===== src/rtl/prog_clock_divider_pkg.sv =====
// clkdiv_pkg: shared defaults, half-period type and per-channel state struct for prog_clock_divider
package clkdiv_pkg;
  localparam int CNT_W_DEF = 16;
  localparam int RESET_HALF_DEF = 5;
  localparam int HALF_MAX_W = 32;
  typedef logic [HALF_MAX_W-1:0] half_t;
  typedef struct packed {
    half_t active;
    half_t pending;
    half_t cnt;
    logic  clk_out;
    logic  tick;
  } ch_state_t;
  function automatic int ch_w(input int n);
    return n > 1 ? $clog2(n) : 1;
  endfunction
endpackage


===== src/rtl/prog_clock_divider_if.sv =====
// prog_clock_divider_if: write port and per-channel outputs; sync exists only with CLKDIV_SYNC_EN
interface prog_clock_divider_if
  import clkdiv_pkg::*;
#(
  parameter int NUM_CH = 2,
  parameter int CNT_W = CNT_W_DEF
);
  logic                     wr_en;
  logic [ch_w(NUM_CH)-1:0]  wr_ch;
  logic [CNT_W-1:0]         wr_half;
`ifdef CLKDIV_SYNC_EN
  logic                     sync;
`endif
  logic [NUM_CH-1:0]        clk_out;
  logic [NUM_CH-1:0]        tick;
  logic [NUM_CH-1:0]        upd_pending;
`ifdef CLKDIV_SYNC_EN
  modport master(output wr_en, wr_ch, wr_half, sync, input clk_out, tick, upd_pending);
  modport slave(input wr_en, wr_ch, wr_half, sync, output clk_out, tick, upd_pending);
`else
  modport master(output wr_en, wr_ch, wr_half, input clk_out, tick, upd_pending);
  modport slave(input wr_en, wr_ch, wr_half, output clk_out, tick, upd_pending);
`endif
endinterface


===== src/rtl/prog_clock_divider_channel.sv =====
// clkdiv_channel: one divider channel; state held at the widest supported width, narrower CNT_W zero-extends
module clkdiv_channel
  import clkdiv_pkg::*;
#(
  parameter int CNT_W = CNT_W_DEF,
  parameter int RESET_HALF = RESET_HALF_DEF
) (
  input  logic             clk,
  input  logic             rst,
  input  logic             i_wr,
  input  logic [CNT_W-1:0] i_wr_half,
  input  logic             i_sync,
  output logic             o_clk_out,
  output logic             o_tick,
  output logic             o_upd_pending
);
  ch_state_t r_s, w_n;
  half_t     w_wr_half;
  logic      w_run, w_toggle, w_rise;
  assign w_wr_half = half_t'(i_wr_half);
  assign w_run = r_s.active != '0;
  assign w_toggle = w_run && r_s.cnt == r_s.active - half_t'(1);
  assign w_rise = w_toggle && !r_s.clk_out;
  assign o_clk_out = r_s.clk_out;
  assign o_tick = r_s.tick;
  assign o_upd_pending = r_s.pending != r_s.active;
  // next state: a zero pending only lands on the rising toggle so a stopped channel parks high
  always_comb begin
    w_n = r_s;
    w_n.pending = i_wr ? w_wr_half : r_s.pending;
    w_n.tick = w_rise && !i_sync;
    w_n.clk_out = i_sync || !w_run || (w_toggle ? !r_s.clk_out : r_s.clk_out);
    w_n.cnt = (i_sync || !w_run || w_toggle) ? '0 : r_s.cnt + half_t'(1);
    w_n.active = i_sync ? w_n.pending
               : !w_run ? r_s.pending
               : (w_toggle && (r_s.pending != '0 || w_rise)) ? r_s.pending
               : r_s.active;
  end
  // state register with synchronous reset to the power-on half-period
  always_ff @(posedge clk)
    if (rst) r_s <= '{active: half_t'(RESET_HALF), pending: half_t'(RESET_HALF), cnt: '0, clk_out: 1'b1, tick: 1'b0};
    else r_s <= w_n;
endmodule


===== src/rtl/prog_clock_divider.sv =====
// prog_clock_divider: multi-channel runtime-programmable divider; optional phase sync via CLKDIV_SYNC_EN
module prog_clock_divider
  import clkdiv_pkg::*;
#(
  parameter int NUM_CH = 2,
  parameter int CNT_W = CNT_W_DEF,
  parameter int RESET_HALF = RESET_HALF_DEF
) (
  input logic                 clk_in,
  input logic                 reset,
  prog_clock_divider_if.slave bus
);
  localparam int CH_W = ch_w(NUM_CH);
  logic w_sync;
`ifdef CLKDIV_SYNC_EN
  assign w_sync = bus.sync;
`else
  assign w_sync = 1'b0;
`endif
  for (genvar i = 0; i < NUM_CH; i++) begin : g_ch
    logic w_wr;
    assign w_wr = bus.wr_en && bus.wr_ch == CH_W'(i);
    clkdiv_channel #(.CNT_W(CNT_W), .RESET_HALF(RESET_HALF)) u_ch (
      .clk          (clk_in),
      .rst          (reset),
      .i_wr         (w_wr),
      .i_wr_half    (bus.wr_half),
      .i_sync       (w_sync),
      .o_clk_out    (bus.clk_out[i]),
      .o_tick       (bus.tick[i]),
      .o_upd_pending(bus.upd_pending[i])
    );
  end
endmodule


===== src/flat_wrapper.sv =====
// flat-port wrapper written by rule: the top's interface ports become plain ports
module prog_clock_divider_flat import clkdiv_pkg::*;
#(
  parameter int NUM_CH = 2,
  parameter int CNT_W = CNT_W_DEF,
  parameter int RESET_HALF = RESET_HALF_DEF
)
  (clk_in, reset, bus_wr_en, bus_wr_ch, bus_wr_half, bus_clk_out, bus_tick, bus_upd_pending);
  prog_clock_divider_if #(.NUM_CH(NUM_CH), .CNT_W(CNT_W)) bus_i ();
  input logic clk_in;
  input logic reset;
  input wire logic [$bits(bus_i.wr_en)-1:0] bus_wr_en;
  input wire logic [$bits(bus_i.wr_ch)-1:0] bus_wr_ch;
  input wire logic [$bits(bus_i.wr_half)-1:0] bus_wr_half;
  output wire logic [$bits(bus_i.clk_out)-1:0] bus_clk_out;
  output wire logic [$bits(bus_i.tick)-1:0] bus_tick;
  output wire logic [$bits(bus_i.upd_pending)-1:0] bus_upd_pending;
  assign bus_i.wr_en = bus_wr_en;
  assign bus_i.wr_ch = bus_wr_ch;
  assign bus_i.wr_half = bus_wr_half;
  assign bus_clk_out = bus_i.clk_out;
  assign bus_tick = bus_i.tick;
  assign bus_upd_pending = bus_i.upd_pending;
  prog_clock_divider #(.NUM_CH(NUM_CH), .CNT_W(CNT_W), .RESET_HALF(RESET_HALF)) u_core (.clk_in(clk_in), .reset(reset), .bus(bus_i));
endmodule

===== config.mk =====
export PLATFORM = sky130hd
export DESIGN_NAME = prog_clock_divider_flat
export DESIGN_NICKNAME = d
export VERILOG_FILES = /design/src/rtl/prog_clock_divider_pkg.sv /design/src/rtl/prog_clock_divider_if.sv /design/src/rtl/prog_clock_divider_channel.sv /design/src/rtl/prog_clock_divider.sv /design/src/flat_wrapper.sv
export SDC_FILE = /design/constraint.sdc
export NUM_CORES = 1
export LEC_CHECK = 0
export BUFFER_PORTS_ARGS = -buffer_cell sky130_fd_sc_hd__buf_2
export CELL_PAD_IN_SITES_DETAIL_PLACEMENT = 0
export CELL_PAD_IN_SITES_GLOBAL_PLACEMENT = 1
export CORE_MARGIN = 2
export CORE_UTILIZATION = 48
export CTS_CLUSTER_DIAMETER = 30
export CTS_CLUSTER_SIZE = 14
export DETAILED_ROUTE_END_ITERATION = 10
export GPL_ROUTABILITY_DRIVEN = 1
export PLACE_DENSITY_LB_ADDON = 0.1
export SLEW_MARGIN = 15
export SYNTH_ARGS = -nofsm -noshare
export SYNTH_HDL_FRONTEND = slang
export SYNTH_SLANG_ARGS = --single-unit

===== constraint.sdc =====
create_clock -name clk_in -period 5.5 [get_ports clk_in]
set_input_delay 0.55 -clock clk_in [delete_from_list [all_inputs] [get_ports clk_in]]
set_output_delay 0.55 -clock clk_in [all_outputs]
set_load 0.05 [all_outputs]

==> flow_summary_export.csv <==
group,metric,value,unit
outcome,status,"complete, no violations",
synth,synth_nets,921,
final_layout,diodes,0,
sta,hold_viol,0,
setup_path,cp_data_arrival_time,4960,ps
clock_network,postCtsSetupBuffers,0,
pwr,clockPowerShare,0.477,
setup_path,critPathKind,"flip-flop to flip-flop",
synth,synth_top_area_cell,"dfxtp_1",
setup_path,crit_path_max_incr_delay,540,ps
sta,min_period_over_period,0.8522,
clock_network,clk_path_buf_depth,2,
pwr,p_sw,0.0005942,W
grt,grt.overflow.total,0,
sta,fmax,213.3,MHz
placed_design,globalplace.congestion,0.8899,
synth,synth_flop_cell,"dfxtp_1",
clock_network,insertion_delay,420,ps
synth,synth-seq-area-share,0.3562,
die,start_util,0.4899,
grt,grt_pass1_wl,29150,µm
sta,hold_slack,382.1,ps
final_layout,nets,911,
grt,antenna_found_initial,0,
sta,skew,9.732,ps
routing,drt_iter0_drc,342,
grt,grtUsageTotal,0.2233,
sta,slew_viol_final,0,
flow_run,cap_violations,0,
pwr,p_per_area,282.1,nW/µm²
routing,first_pass_iters,4,
synth,yosysUniqueCellTypes,63,
final_layout,syn2layout_area_growth,9.224,%
clock_network,clkSlewWorstSetupHoldPaths,60,ps
pwr,p_int,0.001692,W
routing,drc,0,
die,die-area,16470,µm²
pwr,cellLeakagePower,3.252,nW
sta,worst_pin_slew,1074,ps
clock_network,root_buffer,"clkbuf_16",
routing,wl_per_cell,16.00,µm
synth,synth_top_area_share,0.3562,
die,fp.coreArea,15150,µm²
grt,grt_busiest_layer,"met2",
sta,max_slew_margin,0.2843,
die,die_h,128.3,µm
synth,synth_edf_count,0,
synth,synth_area_leaders,"dfxtp_1 (36%), xor2_1 (8.7%), xnor2_1 (7.0%)",
placed_design,port_buffers,25,
hold_path,min_path_type,"primary input to flip-flop",
grt,grtUsageMet1,0.3065,
grt,use_met2,0.3508,
sta,final.setup.tns,0,ps
clock_network,ctsHoldBuffers,0,
clock_network,cts_tree,"yes",
synth,netlist_area,7420,µm²
final_layout,drive_gt1_frac,0.08613,
grt,grt_use_met3,0.04532,
clock_network,cts.htree.levels,4,
synth,synth_cells,891,
synth,synth_async_sr_flop_share,0,
grt,grt_max_degree,102,
routing,num_vias,5990,
setup_path,endpoint_kind,"flip-flop",
sta,final-setup-viol-count,0,
setup_path,crit_chain,"nor3_1 -> and2_0 -> nand2_1 -> nor4_1 -> ha_1 -> xor2_1 -> nor3_1 -> o2111ai_1 -> or4_1 -> a221o_1 -> or4b_1 -> nor3_2 -> ha_1 -> nor4_1 -> nand4_1 -> or4_1 -> a31oi_4 -> mux2i_1",
pwr,combPwrFrac,0.082,
clock_network,cts_resized,0,
sta,rsz0062_at_grt,"false",
synth,yosys_warnings,0,
synth,syn_avg_cell_area,8.327,µm²
pwr,sw_frac_of_total,0.2599,
routing,via_per_inst,5.536,
pwr,ir_drop,0.2315,mV
sta,min_period,4687,ps
grt,grt_pass1_vias,5819,
setup_path,cp_slowest_cell,"or4_1",
pwr,power_frac_seq,0.441,
routing,final_antenna_net_count,0,
clock_network,cts_buffers,17,
setup_path,startpoint_type,"flip-flop",
die,fp.dieW,128.3,µm
routing,routed_wl,17310,µm
clock_network,cts.sinks,132,
die,core.rowCount,45,
setup_path,worst_ep_required_time,5780,ps
die,ios,26,
placed_design,dp.final_hpwl,12640,µm
synth,ys_seq_elements,132,
setup_path,crit_fanout,16,
critical path: cells and delay by family (launching register included):
kind	cells	cell delay, ps
simple gates	11	2700
compound gates	3	730
fa+ha+maj	2	430
flops	1	380
mux	1	210
xor+xnor	1	70
state kept, by name (all words and copies together) (netlist names):
register	flops
u_core.g_ch.u_ch.r_s	128
u_core.g_ch.u_ch.o_clk_out	2
u_core.g_ch.u_ch.o_tick	2
cells in the mapped netlist (7+ instances only):
cell type and count:
nand2b_1 60, buf_2 10, clkbuf_1 37, nand2_1 101, a21oi_1 31, and3_1 20
nand4_1 21, dfxtp_1 132, nand3_1 28, nor3_1 47, nor4_1 27, buf_4 10
or4_1 9, xnor2_1 59, nor2_1 74, mux2i_1 33, ha_1 10, nand3b_1 7
inv_1 22, and4_1 9, xor2_1 74
metal layers:
layer	wire, µm	vias to the layer above
met4	286	0
met3	632	19
li1	-	3023
met5	0	-
met1	8505	2844
met2	7886	104
final timing paths:
kind	depth (start not counted)	start	endpoint	slack, ps
setup / recovery	18	u_core.g_ch[0].u_ch.r_s[68]	u_core.g_ch[0].u_ch.r_s[75]	810
hold / removal	3	bus_wr_half[0]	u_core.g_ch[1].u_ch.r_s[34]	380
hold reg to reg	2	u_core.g_ch[0].u_ch.r_s[45]	u_core.g_ch[0].u_ch.r_s[45]	500
setup reg to reg	18	u_core.g_ch[0].u_ch.r_s[68]	u_core.g_ch[0].u_ch.r_s[75]	810
layout make-up:
class | count | area [µm²]
Inverter | 22 | 82.58
Clock buffer | 19 | 442.9
Fill cell | 1443 | 7042
Tap cell | 188 | 235.2
Sequential cell | 132 | 2643
Clock inverter | 13 | 126.4
Timing Repair Buffer | 29 | 155.1
Multi-Input combinational cell | 679 | 4419
power by group through the flow:
stage / sequential [W] / clock (W) / combinational (W)
CTS: 0.00101 / 0.00111 / 0.000189
finish: 0.00101 / 0.00109 / 0.000188
floorplan: 0.00102 / 0 / 0.000158
global placement: 0.00103 / 0 / 0.000186
global route: 0.00101 / 0.00116 / 0.000209
detailed placement: 0.00103 / 0 / 0.000188
cell families (layout without fill, tap and decap cells):
family / after synthesis / in the layout / synth area share
compound gates: 66 / 66 / 0.06172
xor+xnor: 133 / 133 / 0.1570
fa+ha+maj: 10 / 10 / 0.01686
buf+inv: 80 / 83 / 0.04823
flops: 132 / 132 / 0.3562
mux: 34 / 34 / 0.04604
simple gates: 436 / 436 / 0.3140
per-stage QoR:
stage	utilization	total power [W]	instances	area, µm²	worst slack (ps)
2_1_floorplan	-	0.001175	891	7420	1266
3_3_place_gp	0.4975	0.001214	1050	7535	1023
3_5_place_dp	0.4975	0.001217	1050	7535	894.1
4_1_cts	0.5351	0.002308	1082	8104	837.4
5_1_grt	0.5351	0.002378	1082	8104	416.2
6_report	0.5351	0.002286	1082	8104	812.8
cells in the final DEF, fill, tap and decap left out, drive strengths merged, types with 7 or more instances in the layout:
cell type | synthesis | layout
or4 | 11 | 11
nand3b | 7 | 7
nand2b | 60 | 60
dfxtp | 132 | 132
nand2 | 101 | 101
inv | 22 | 25
ha | 10 | 10
buf | 21 | 29
a21oi | 31 | 31
nor3 | 49 | 49
clkbuf | 37 | 19
nand4 | 21 | 21
mux2i | 33 | 33
xnor2 | 59 | 59
and3 | 20 | 20
xor2 | 74 | 74
and4 | 9 | 9
nand3 | 28 | 28
nor4 | 28 | 28
nor2 | 74 | 74
Power figures use the tool's default switching activity.
